[src/rtl/serial_subtractor_if.sv]
`default_nettype none
// ============================================================================
//  Module      : serial_subtractor_if
//  Description : Request/response bundle for the bit-serial subtractor.
//                The master issues start with the operands; the slave
//                reports busy/done and the registered result.
//                borrow_in exists only when SUB_BORROW_IN_EN is defined.
//  Revision    : 1.0 - initial release
// ============================================================================
interface serial_subtractor_if #(
    parameter int WIDTH = 8
);
    logic             start;
    logic [WIDTH-1:0] a;
    logic [WIDTH-1:0] b;
`ifdef SUB_BORROW_IN_EN
    logic             borrow_in;
`endif
    logic             busy;
    logic             done;
    logic [WIDTH-1:0] diff;
    logic             borrow_out;

    modport master (
        output start, a, b,
`ifdef SUB_BORROW_IN_EN
        output borrow_in,
`endif
        input  busy, done, diff, borrow_out
    );

    modport slave (
        input  start, a, b,
`ifdef SUB_BORROW_IN_EN
        input  borrow_in,
`endif
        output busy, done, diff, borrow_out
    );
endinterface
`default_nettype wire

[src/rtl/serial_subtractor.sv]
`default_nettype none
// ============================================================================
//  Module      : serial_subtractor
//  Description : Bit-serial WIDTH-bit subtractor, diff = a - b - bin,
//                processed LSB first through one full-subtractor cell with
//                a registered borrow. Handshake: start / busy / done.
//                Optional feature macro: SUB_BORROW_IN_EN (adds borrow_in,
//                loaded into the borrow register on the accepting edge).
//  Revision    : 1.0 - initial release
// ============================================================================
module serial_subtractor #(
    parameter int WIDTH = 8
) (
    input  wire                  clk,
    input  wire                  rst,
    serial_subtractor_if.slave   bus
);
    localparam int               c_cnt_w    = (WIDTH > 1) ? $clog2(WIDTH) : 1;
    localparam logic [c_cnt_w-1:0] c_cnt_last = c_cnt_w'(WIDTH - 1);

    localparam logic [1:0] c_st_idle  = 2'd0;
    localparam logic [1:0] c_st_shift = 2'd1;
    localparam logic [1:0] c_st_done  = 2'd2;

    logic [1:0]         r_state;
    logic [WIDTH-1:0]   r_sa;
    logic [WIDTH-1:0]   r_sb;
    logic [WIDTH-1:0]   r_sd;
    logic               r_br;
    logic [c_cnt_w-1:0] r_cnt;
    logic               r_busy;
    logic               r_done;
    logic [WIDTH-1:0]   r_diff;
    logic               r_borrow_out;

    logic               w_bin;
    logic               w_d;
    logic               w_bnext;
    logic [WIDTH-1:0]   w_sd_next;

`ifdef SUB_BORROW_IN_EN
    assign w_bin = bus.borrow_in;
`else
    assign w_bin = 1'b0;
`endif

    // Full-subtractor cell on the current LSBs, plus the difference register
    // with the new bit shifted in at the MSB (after WIDTH steps bit 0 lands
    // at position 0).
    always_comb begin
        w_d       = r_sa[0] ^ r_sb[0] ^ r_br;
        w_bnext   = (~r_sa[0] & r_sb[0]) | (~(r_sa[0] ^ r_sb[0]) & r_br);
        w_sd_next = (r_sd >> 1) | (WIDTH'(w_d) << (WIDTH - 1));
    end

    // Sequencer: accept operands, step one bit per edge, publish the result
    // only on the final step so partial values are never visible.
    always_ff @(posedge clk) begin
        if (rst) begin
            r_state      <= c_st_idle;
            r_sa         <= '0;
            r_sb         <= '0;
            r_sd         <= '0;
            r_br         <= 1'b0;
            r_cnt        <= '0;
            r_busy       <= 1'b0;
            r_done       <= 1'b0;
            r_diff       <= '0;
            r_borrow_out <= 1'b0;
        end else begin
            case (r_state)
                c_st_idle: begin
                    r_done <= 1'b0;
                    if (bus.start) begin
                        r_sa    <= bus.a;
                        r_sb    <= bus.b;
                        r_br    <= w_bin;
                        r_cnt   <= '0;
                        r_busy  <= 1'b1;
                        r_state <= c_st_shift;
                    end
                end
                c_st_shift: begin
                    r_sa <= r_sa >> 1;
                    r_sb <= r_sb >> 1;
                    r_sd <= w_sd_next;
                    r_br <= w_bnext;
                    if (r_cnt == c_cnt_last) begin
                        // Hold the counter on the last step so it never wraps.
                        r_diff       <= w_sd_next;
                        r_borrow_out <= w_bnext;
                        r_busy       <= 1'b0;
                        r_done       <= 1'b1;
                        r_state      <= c_st_done;
                    end else begin
                        r_cnt <= r_cnt + 1'b1;
                    end
                end
                c_st_done: begin
                    r_done  <= 1'b0;
                    r_state <= c_st_idle;
                end
                default: begin
                    r_busy  <= 1'b0;
                    r_done  <= 1'b0;
                    r_state <= c_st_idle;
                end
            endcase
        end
    end

    assign bus.busy       = r_busy;
    assign bus.done       = r_done;
    assign bus.diff       = r_diff;
    assign bus.borrow_out = r_borrow_out;

endmodule
`default_nettype wire

[src/flat_wrapper.sv]
// flat-port wrapper written by rule: the top's interface ports become plain ports
module serial_subtractor_flat 
#(
    parameter int WIDTH = 8
)
  (clk, rst, bus_start, bus_a, bus_b, bus_busy, bus_done, bus_diff, bus_borrow_out);
  serial_subtractor_if #(.WIDTH(WIDTH)) bus_i ();
  input  wire clk;
  input  wire rst;
  input wire logic [$bits(bus_i.start)-1:0] bus_start;
  input wire logic [$bits(bus_i.a)-1:0] bus_a;
  input wire logic [$bits(bus_i.b)-1:0] bus_b;
  output wire logic [$bits(bus_i.busy)-1:0] bus_busy;
  output wire logic [$bits(bus_i.done)-1:0] bus_done;
  output wire logic [$bits(bus_i.diff)-1:0] bus_diff;
  output wire logic [$bits(bus_i.borrow_out)-1:0] bus_borrow_out;
  assign bus_i.start = bus_start;
  assign bus_i.a = bus_a;
  assign bus_i.b = bus_b;
  assign bus_busy = bus_i.busy;
  assign bus_done = bus_i.done;
  assign bus_diff = bus_i.diff;
  assign bus_borrow_out = bus_i.borrow_out;
  serial_subtractor #(.WIDTH(WIDTH)) u_core (.clk(clk), .rst(rst), .bus(bus_i));
endmodule
[config.mk]
export PLATFORM = sky130hd
export DESIGN_NAME = serial_subtractor_flat
export DESIGN_NICKNAME = d
export VERILOG_FILES = /design/src/rtl/serial_subtractor_if.sv /design/src/rtl/serial_subtractor.sv /design/src/flat_wrapper.sv
export SDC_FILE = /design/constraint.sdc
export NUM_CORES = 1
export LEC_CHECK = 0
export BUFFER_PORTS_ARGS = -buffer_cell sky130_fd_sc_hd__buf_2
export CORE_ASPECT_RATIO = 1.1
export CORE_MARGIN = 3
export CORE_UTILIZATION = 49
export CTS_CLUSTER_SIZE = 12
export DETAILED_ROUTE_END_ITERATION = 6
export GPL_ROUTABILITY_DRIVEN = 1
export MAX_ROUTING_LAYER = met4
export PLACE_DENSITY_LB_ADDON = 0.05
export SYNTH_ARGS = -nofsm -noshare
export SYNTH_HDL_FRONTEND = slang
export SYNTH_SLANG_ARGS = --single-unit
[constraint.sdc]
create_clock -name clk -period 1.5 [get_ports clk]
set_input_delay 0.3 -clock clk [delete_from_list [all_inputs] [get_ports clk]]
set_output_delay 0.3 -clock clk [all_outputs]
set_load 0.02 [all_outputs]
==> metrics <==
status finished clean; CTS tree yes; Seq/Total Area, Yosys 0.4513; synth unique cells 35; flops & latches, synth 40; post-route setup TNS 0 ns; Pwr Total 2.173 mW; Syn Inst Count 175; fin crit share 0.9551; IR drop worst, VDD 0.0008361 V; # IOs 30; final RePlAce weighted congestion 0.6795; final core utilization 0.6026; Mean Syn Cell Area 10.14 um^2; post-route ant nets 0; Clock Sinks 40; total CTS buffers 5; dpl hpwl 2.326 mm; antenna cell count 0; Pins Over Slew Limit 0; share of layout cells above drive strength 1 0.3382; I/O Buffers 29; gr usage total 0.1558; FP Rows 22; Critical Path Fanout Max 8; min-delay worst type in -> reg; via count 1293; Mapped Area 1774 um^2; Worst Setup Path Type reg -> reg; final net count 228; Post-route DRC 0; Avg Vias per Cell 5.071; clk_skew 0.003076 ns; grt ovf 0; Syn Nets 197; top_reg_cell synth dfxtp_1; die area 4380 um^2; first drt pass iteration count 4; Startpoint Class flip-flop; RSZ-0062 raised after global routing no; Slew Limit Headroom 0.7279; DRT iter0 DRCs 45; Crit path required time 1.78 ns; asr flop ratio synth 0; Final Hold Viols 0; Setup crit end kind flip-flop; Tmin final 1.433 ns; Initial Utilization 0.5198; Core Footprint 3413 um^2; vias in the first global route 1221; pwr dens 1056 nW/um^2; EDFF count, synth 0; Root Driver clkbuf_4; Hold-fix buffers, CTS 0; CTS clock-pin slew for the worst setup and hold paths 0.11 ns; max-cap violations 0; final number of setup-violating endpoints 0; warnings from Yosys 0; largest net degree at the start of global routing 29; Clock Latency Late Sink 0.34 ns; die span in y 69.11 um; Worst Tran Pin Value 0.4073 ns; CP arrival 1.71 ns; Pleak 0.8943 nW; maximum clock rate 0.6980 GHz; Layout area overhead 15.94%; CTS max path bufs 2; H-tree depth 2; Die X 63.37 um; wirelength, routed 3.176 mm; initial antenna violation count 0; first-pass GRT wire length 5.237 mm; drt wl/cell 12.45 um
critical path: stages (launching register included):
cell and delay, ns:
dfxtp_2 0.34, ha_1 0.20, ha_1 0.21, buf_4 0.17
and4bb_2 0.28, a31oi_1 0.04, a21oi_1 0.13
what timing repair did:
| item | CTS | global route |
|---|---|---|
| gates resized for setup | 1 | 2 |
| pin swaps | 0 | 1 |
| setup endpoints to repair | 1 | 6 |
| setup buffers | 0 | 1 |
area by class of cell:
type,count,area (um^2)
tap,48,60.06
sequential,40,803.3
clock buffer,7,65.06
inverter,3,11.26
fill,339,1356
multi-input combinational,119,857.1
clock inverter,1,30.03
timing repair buffer,37,230.2
per-layer routing:
layer | part of all wire | GRT usage | wire length, um
met4 | 0.014 | 0.05276 | 44
met5 | 0 | - | 0
met1 | 0.44 | 0.1701 | 1407
met3 | 0.045 | 0.06189 | 143
met2 | 0.50 | 0.2564 | 1582
registers in the layout (all words and copies together) (netlist names):
register	count
u_core.bus.busy	1
u_core.bus.borrow_out	1
u_core.r_cnt	3
u_core.r_state	2
u_core.r_sa	8
u_core.bus.diff	8
u_core.r_br	1
u_core.r_sd	7
u_core.bus.done	1
u_core.r_sb	8
layout by cell type (no fill, tap or decap), types with 3 or more instances in the layout:
cell,n
dfxtp_1,38
buf_2,29
mux2i_1,22
nor2_1,21
nand2_1,18
a211oi_2,14
a21oi_1,13
nor2_2,6
buf_4,6
clkbuf_4,5
inv_1,3
synthesized netlist by cell type, drive strengths merged, types with 2 or more instances:
master,count,area share
a211oi,14,0.099
a21oi,13,0.037
a31oi,2,0.0071
and2b,2,0.0085
buf,10,0.054
clkbuf,3,0.0085
dfxtp,40,0.45
ha,2,0.014
inv,3,0.0063
mux2i,22,0.12
nand2,18,0.038
nand2b,2,0.0071
nand3,2,0.0056
nor2,27,0.066
o21ai,2,0.0056
power breakdown:
| group | internal (mW) | total (mW) | switching [mW] |
|---|---|---|---|
| Combinational | 0.120 | 0.258 | 0.138 |
| Clock | 0.442 | 0.773 | 0.330 |
| Sequential | 1.11 | 1.14 | 0.0310 |
| Total | 1.67 | 2.17 | 0.499 |
cells by family (layout without fill, tap and decap cells):
logic type	count (synthesis)	after routing	synth area share
AOI/OAI and AO/OA	36	36	0.1749
DFF	40	40	0.4513
adders and majority gates	3	3	0.02539
and+or+nand+nor	58	58	0.1552
muxes	22	22	0.1241
buffers and inverters	16	48	0.06911
final timing paths:
path,from,endpoint,slack (ns),cells past startpoint
setup reg to reg,u_core.r_cnt[0],u_core.r_cnt[2],0.07,6
setup / recovery,u_core.r_cnt[0],u_core.r_cnt[2],0.07,6
hold reg to reg,u_core.bus.borrow_out,u_core.bus.borrow_out,0.47,2
hold / removal,rst,u_core.r_state[0],0.16,2
per-stage QoR:
stage | setup WS, ns | cell area (um^2) | hold slack (ns) | instances
after floorplan | 0.07702 | 1774 | 0.4357 | 175
after CTS | 0.0009933 | 2047 | 0.1400 | 254
after global routing | 0.0006102 | 2057 | 0.1324 | 255
after global placement | 0.1308 | 1946 | 0.4433 | 246
after detailed placement | 0.03234 | 1946 | 0.4586 | 246
final | 0.06735 | 2057 | 0.1620 | 255
Power figures use the tool's default switching activity.
